==> src/rtl/dm_pkg.sv <==
// ============================================================================
// Module   : dm_pkg
// Brief    : Shared debug-module bus definitions (arbiter states, timeout).
// Revision : 1.0 - initial release
// ============================================================================
`default_nettype none

package dm_pkg;

  typedef enum logic [0:0] {
    IDLE = 1'b0,
    BUSY = 1'b1
  } dm_state_e;

  localparam int DM_TIMEOUT = 255;

endpackage

`default_nettype wire

==> src/rtl/dm_rr_pick.sv <==
// ============================================================================
// Module   : dm_rr_pick
// Brief    : Combinational two-way grant decision, round-robin or fixed m0.
// Revision : 1.0 - initial release
// ============================================================================
`default_nettype none

module dm_rr_pick
  import dm_pkg::*;
(
  input  logic i_valid0,
  input  logic i_valid1,
  input  logic i_last,
  input  logic i_rr_en,
  output logic o_winner
);

  always_comb begin
    o_winner = 1'b0;
    if (i_valid0 && i_valid1) begin
      o_winner = i_rr_en ? ~i_last : 1'b0;
    end else if (i_valid1) begin
      o_winner = 1'b1;
    end
  end

endmodule

`default_nettype wire

==> src/rtl/dm_bus_arbiter.sv <==
// ============================================================================
// Module   : dm_bus_arbiter
// Brief    : Arbitrates fetch (m0) and load/store (m1) onto one DM bus port.
// Revision : 1.0 - initial release
// ============================================================================
`default_nettype none

module dm_bus_arbiter
  import dm_pkg::*;
#(
  parameter int RR_EN   = 1,
  parameter int TIMEOUT = DM_TIMEOUT
) (
  input  logic        clk,
  input  logic        resetn,
  input  logic        m0_valid,
  output logic        m0_ready,
  input  logic        m0_write,
  input  logic [19:2] m0_addr,
  input  logic [31:0] m0_wdata,
  output logic [31:0] m0_rdata,
  input  logic        m1_valid,
  output logic        m1_ready,
  input  logic        m1_write,
  input  logic [19:2] m1_addr,
  input  logic [31:0] m1_wdata,
  output logic [31:0] m1_rdata,
  output logic        s_valid,
  input  logic        s_ready,
  output logic        s_write,
  output logic [19:2] s_addr,
  output logic [31:0] s_wdata,
  input  logic [31:0] s_rdata,
  output logic        err
);

  localparam int                 c_cnt_w   = (TIMEOUT < 2) ? 1 : $clog2(TIMEOUT + 1);
  localparam logic [c_cnt_w-1:0] c_timeout = c_cnt_w'(TIMEOUT);
  localparam logic [c_cnt_w-1:0] c_one     = c_cnt_w'(1);
  localparam logic               c_rr_en   = (RR_EN != 0);

  dm_state_e          r_state;
  dm_state_e          w_state_nxt;
  logic               r_owner;
  logic               r_last;
  logic [c_cnt_w-1:0] r_cnt;
  logic               w_winner;
  logic               w_own_valid;
  logic               w_cmpl;
  logic [31:0]        w_rdata;

  dm_rr_pick u_pick (
    .i_valid0 (m0_valid),
    .i_valid1 (m1_valid),
    .i_last   (r_last),
    .i_rr_en  (c_rr_en),
    .o_winner (w_winner)
  );

  assign w_own_valid = r_owner ? m1_valid : m0_valid;

  always_comb begin
    w_state_nxt = r_state;
    w_cmpl      = 1'b0;
    w_rdata     = 32'h0;
    s_valid     = 1'b0;
    s_write     = 1'b0;
    s_addr      = '0;
    s_wdata     = 32'h0;
    m0_ready    = 1'b0;
    m1_ready    = 1'b0;
    m0_rdata    = 32'h0;
    m1_rdata    = 32'h0;
    err         = 1'b0;
    case (r_state)
      IDLE: begin
        if (m0_valid || m1_valid) begin
          w_state_nxt = BUSY;
        end
      end
      BUSY: begin
        s_valid = w_own_valid;
        s_write = r_owner ? m1_write : m0_write;
        s_addr  = r_owner ? m1_addr  : m0_addr;
        s_wdata = r_owner ? m1_wdata : m0_wdata;
        if (!w_own_valid) begin
          w_state_nxt = IDLE;
        end else if (s_ready || (r_cnt == c_timeout)) begin
          // A real slave response beats a timeout landing in the same cycle
          w_state_nxt = IDLE;
          w_cmpl      = 1'b1;
          w_rdata     = s_ready ? s_rdata : 32'h0;
          err         = ~s_ready;
          if (r_owner) begin
            m1_ready = 1'b1;
            m1_rdata = w_rdata;
          end else begin
            m0_ready = 1'b1;
            m0_rdata = w_rdata;
          end
        end
      end
      default: w_state_nxt = IDLE;
    endcase
  end

  always_ff @(posedge clk) begin
    if (!resetn) begin
      r_state <= IDLE;
      r_owner <= 1'b0;
      r_last  <= 1'b1;
      r_cnt   <= '0;
    end else begin
      r_state <= w_state_nxt;
      if ((r_state == IDLE) && (m0_valid || m1_valid)) begin
        r_owner <= w_winner;
        r_cnt   <= '0;
      end else if ((r_state == BUSY) && !s_ready) begin
        r_cnt <= r_cnt + c_one;
      end
      if (w_cmpl) begin
        r_last <= r_owner;
      end
    end
  end

endmodule

`default_nettype wire

==> config.mk <==
export PLATFORM = sky130hd
export DESIGN_NAME = dm_bus_arbiter
export DESIGN_NICKNAME = d
export VERILOG_FILES = /design/src/rtl/dm_pkg.sv /design/src/rtl/dm_rr_pick.sv /design/src/rtl/dm_bus_arbiter.sv
export SDC_FILE = /design/constraint.sdc
export NUM_CORES = 1
export LEC_CHECK = 0
export CORE_AREA = 5 5 97 99
export CTS_CLUSTER_SIZE = 25
export DETAILED_ROUTE_END_ITERATION = 8
export DIE_AREA = 0 0 102 104
export GPL_TIMING_DRIVEN = 0
export PLACE_DENSITY = 0.75
export SLEW_MARGIN = 20
export SYNTH_ARGS = -nofsm -noshare
export SYNTH_HDL_FRONTEND = slang
export SYNTH_SLANG_ARGS = --single-unit
==> constraint.sdc <==
create_clock -name clk -period 2.3 [get_ports clk]
set_clock_uncertainty 0.15 [all_clocks]
set_input_delay 0.575 -clock clk [delete_from_list [all_inputs] [get_ports clk]]
set_output_delay 0.575 -clock clk [all_outputs]
set_load 0.005 [all_outputs]
# --- Word-level counts from Yosys, hierarchy flattened ---
# Index checks and enable logic that the tools add are counted.
totals:
  register_bits: 11
  in_bits: 139
  output_inout_bits: 119
  elab_cells: 54
op_classes:
  addsub: 1
  n_eq_ne: 1
  muxes: 37
  bitwise_logic: 4
  reduce_logical: 7
op_table:
  columns: ["operator", "count"]
  rows:
  - ["$mux W32", 11]
  - ["$mux W18", 2]
  - ["$mux W1", 23]
  - ["$add A8 B1 Y8 const B", 1]
  - ["$eq A8 B8 Y1 const B", 1]
  - ["$not A1 Y1", 4]
  - ["$logic_and A1 B1 Y1", 3]
  - ["$logic_or A1 B1 Y1", 2]
  - ["$pmux W1 S2", 1]
  - ["$reduce_or A2 Y1", 1]
  - ["$logic_not A1 Y1", 1]

# --- Logic depth before layout (Yosys ltp) ---
depth:
  ltp_word: 5
  ltp_mapped: 5
  mapped_depth_nobuf: 4

# --- Hierarchy ---
# Synthesis repeated with hierarchy kept, for this count alone.
hier_totals:
  hier_cells: 281
  hier_area_um2: 1879.3
modules_own_cells:
  columns: ["mod", "instances", "cells_each", "area_each_um2", "seq_area_each_um2"]
  rows:
  - ["dm_bus_arbiter", 1, 279, 1865.5, 220.2]
  - ["dm_rr_pick", 1, 2, 13.8, 0.0]

# --- Worst setup path before layout ---
# No wires, ideal clock.
synth_path:
  path_kind: "input-to-output"
  from: "input s_ready"
  to: "output m0_rdata[23]"
  t_arrival_ns: 1.170
  required_ns: 1.575
  slack_ns: 0.405
  stages: 4
  n_path_buf: 2
  cell_sequence: "buf_6 -> clkbuf_1 -> nand2_1 -> nor2_1"
synth_via:
  elab_chain_len: 5
  elab_cells_between_ends: 6
  cone_classes: "5 x mux; 1 x reduce/logical"
synth_lines:
  columns: ["item", "line", "rtl"]
  rows:
  - ["from (decl)", "dm_bus_arbiter.sv:29", "input logic s_ready,"]
  - ["$mux W32", "dm_bus_arbiter.sv:92", "w_rdata = s_ready ? s_rdata : 32'h0;"]
  - ["$mux W32", "dm_bus_arbiter.sv:94", "if (r_owner) begin"]
  - ["$mux W32 (*)", "dm_bus_arbiter.sv:88", "end else if (s_ready || (r_cnt == c_timeout)) begin"]
  - ["$mux W32 (*)", "dm_bus_arbiter.sv:86", "if (!w_own_valid) begin"]
  - ["$mux W32 (*)", "dm_bus_arbiter.sv:75", "case (r_state)"]
  - ["to (decl)", "dm_bus_arbiter.sv:21", "output logic [31:0] m0_rdata,"]
# Every way passes the cells marked *; elsewhere a longest branch is shown, timed or not.

# --- Final worst setup path ---
layout_path:
  from: "input m0_valid"
  to: "output m0_rdata[9]"
layout_via:
  elab_chain_len: 3
layout_lines:
  columns: ["item", "line", "rtl"]
  rows:
  - ["from (decl)", "dm_bus_arbiter.sv:16", "input logic m0_valid,"]
  - ["$mux W1", "dm_bus_arbiter.sv:60", "assign w_own_valid = r_owner ? m1_valid : m0_valid;"]
  - ["$mux W32", "dm_bus_arbiter.sv:86", null]
  - ["$mux W32", "dm_bus_arbiter.sv:75", null]
# No other way between the ends.

==> impl_metrics.py <==
metrics = {
    "outcome": {
        "status": "finished clean",
    },
    "pwr": {
        "power_density_nw_per_um2": 225.6,
        "peakVddDrop_mv": 0.1443,
        "total_leakage_power_uw": 0.002165,
    },
    "grt": {
        "gr-usage-all-layers_pct": 18.35,
        "grt_max_degree": 11,
        "use_met2_pct": 34.73,
        "grt.busiest_layer": "met2",
        "grt_util_met3_pct": 5.366,
        "use_met1_pct": 19.98,
        "antenna_found_initial": 0,
        "grt_pass1_wl_mm": 15.90,
        "overflow": 0,
        "grt_pass1_vias": 3081,
    },
    "floorplanning": {
        "io_pins": 258,
        "start_util_pct": 21.84,
        "die_w_um": 102,
        "coreArea_sq_um": 8466,
        "rows": 34,
        "die_y_um": 104,
        "die_area_sq_um": 10610,
    },
    "critical_path": {
        "path_class": "input pin to primary output",
        "cpPeakStageDelay_ns": 0.23,
        "r2r_setup_slack_ns": 0.97,
        "r2r-end": "r_last",
        "cpMaxStageDelayCell": "clkdlybuf4s15_1",
        "r2r-start": "r_owner",
        "cp-startpoint": "m0_valid",
        "cp.required_ns": 1.57,
        "cp_top_family": "buffers and inverters",
        "critPathLaunchType": "input pin",
        "crit_path_max_fanout": 10,
        "path_cells": "clkdlybuf4s15_2, nand3b_1, buf_4, buf_6, nor2_1, clkdlybuf4s15_1",
        "arrival_ns": 1.53,
        "cp_num_buf_inv": 4,
        "cp-end-kind": "primary output",
        "reg2reg_depth": 5,
    },
    "sta": {
        "worst_slack_ns": 0.04067,
        "period_minus_slack_ns": 2.259,
        "slew_violations": 0,
        "rsz0062_at_grt": "yes",
        "period_share_pct": 98.23,
        "tns_ns": 0,
        "relSlewSlack_pct": 81.86,
        "hold_viol": 0,
        "fmax_mhz": 442.6,
        "setup_viol": 0,
        "worst_slew_pin_slew_ns": 0.2714,
        "fin_hold_ws_ns": 0.3453,
    },
    "place": {
        "gp_congestion": 0.8120,
        "portBuffers": 256,
        "place.detailed.hpwl_mm": 8.958,
        "pre_cts_ws_ns": -0.7503,
    },
    "finish": {
        "drive_gt1_share_pct": 13.87,
        "mostFrequentLayoutCell": "clkdlybuf4s50_1",
        "final_util_pct": 54.82,
        "fillCellCount": 840,
        "final_nets": 696,
        "mostFrequentLayoutCells": "clkdlybuf4s50_1 (135), dlygate4sd2_1 (85), nor2_1 (71), mux2i_1 (51), nor2b_1 (51)",
        "n_antenna_cell": 0,
        "syn2layout_area_growth_pct": 150.9,
    },
    "synthesis": {
        "syn-cell-area_sq_um": 1849,
        "synthCells": 278,
        "synth_fp_nets": 418,
        "ys_warn_count": 0,
        "avgSynthCellArea_sq_um": 6.652,
        "ys_ff_latch": 11,
        "ys_seq_area_share_pct": 11.91,
        "ys_types": 27,
    },
    "cts": {
        "cts_sinks": 11,
        "clockBufferDepth": 2,
        "cts_tree": "yes",
        "clkTransAtPathRegs_ns": 0.05,
        "clock_latency_ns": 0.24,
        "numCtsBuffers": 3,
        "htreeDepth": 1,
        "cts_root_buf": "clkbuf_8",
    },
    "job": {
        "max_cap_violations": 0,
    },
    "detailed_routing": {
        "wire_per_inst_um": 16.16,
        "drtAntennaViolNets": 0,
        "first_iter_violations": 46,
        "drt_pass1_iterations": 4,
        "route.detailed.drc": 0,
        "drt_wl_total_mm": 10.72,
        "vias_per_cell": 4.452,
        "vias": 2952,
    },
    "worst_hold_path": {
        "hold_path_depth": 2,
        "hp-class": "flop to flop",
        "hp-start": "r_last",
        "min_to": "r_last",
    },
}
-- Yosys cell counts --
master	instances	area share, %
nor3_1	1	0.27
dfxtp_1	11	12
nand3_1	4	1.1
inv_1	2	0.41
a21boi_0	1	0.41
o21bai_1	1	0.41
ha_1	1	0.68
nor2_2	1	0.34
buf_4	6	2.4
and4b_1	1	0.54
xor2_1	6	2.8
nor2_1	73	15
nand4_1	3	1.0
and4_4	1	0.61
xnor2_1	1	0.47
buf_2	7	1.9
clkbuf_1	8	1.6
nand2_1	37	7.5
mux2i_1	52	28
mux2_2	1	0.61
nor2b_1	51	17
a21boi_1	1	0.41
o21ai_0	2	0.54
a41oi_4	1	1.5
buf_6	1	0.61
and2b_2	1	0.47
nand3b_1	3	1.2
-- final cells by class --
| class | count | area [sq um] | area share [%] |
|---|---|---|---|
| flip-flops and latches | 11 | 227.7 | 4.907 |
| clock buffers | 4 | 45.04 | 0.9706 |
| multi-input cells | 243 | 1534 | 33.05 |
| inverters | 2 | 7.507 | 0.1618 |
| plain buffers | 22 | 192.7 | 4.152 |
| repair buffers | 273 | 2499 | 53.84 |
| well taps | 108 | 135.1 | 2.912 |
-- repair_timing --
action | 4_1_cts | 5_1_grt
gates resized for setup | 178 | 48
hold buffers | 0 | 0
pin swaps | 3 | 1
cloned | 1 | 1
endpoints found under the setup margin | 119 | 60
setup buffers | 12 | 3
hold endpoints to repair | 0 | 0
-- cell families after synthesis --
family	synth area share, %
and+or+nand+nor	45.13
buffers and inverters	6.969
DFF	11.91
xor gates and xnor gates	3.315
muxes	28.76
AOI/OAI and AO/OA	3.248
adders and majority gates	0.6765
-- state kept, by name, summed over array words and instances (netlist names) --
register and count:
r_state 1, r_owner 1, r_cnt 8, r_last 1
-- where the power goes --
group	internal (uW)	switching, uW
combinational	416	235
sequential	196	5.55
clock	122	72.8
total	734	313
-- worst max-delay path by stage --
stage,endpoint,depth (start not counted)
6_report,m0_rdata[9],6
2_1_floorplan,m0_rdata[23],4
4_1_cts,m1_rdata[22],7
3_5_place_dp,m1_rdata[12],5
3_3_place_gp,m1_rdata[12],5
5_1_grt,s_addr[11],5
-- through the flow --
step / cell area, sq um / power, uW / cells
finish: 4641 / 1047 / 663
global route: 4641 / 1113 / 663
CTS: 4631 / 1046 / 659
detailed placement: 4547 / 881.5 / 642
global placement: 4547 / 874.5 / 642
floorplan: 1849 / 437.9 / 278
-- per-layer routing --
layer / up-vias / part of all wire, %
met4: 0 / 1.1
met1: 1318 / 35
met5: - / 0
met3: 8 / 12
li1: 1452 / -
met2: 174 / 51
-- worst min-delay path, cell delays in order (launching register included) --
cell      delay, ns
dfxtp_1        0.30
o21ai_0        0.07
nand3b_1       0.07
Power figures use the tool's default switching activity.
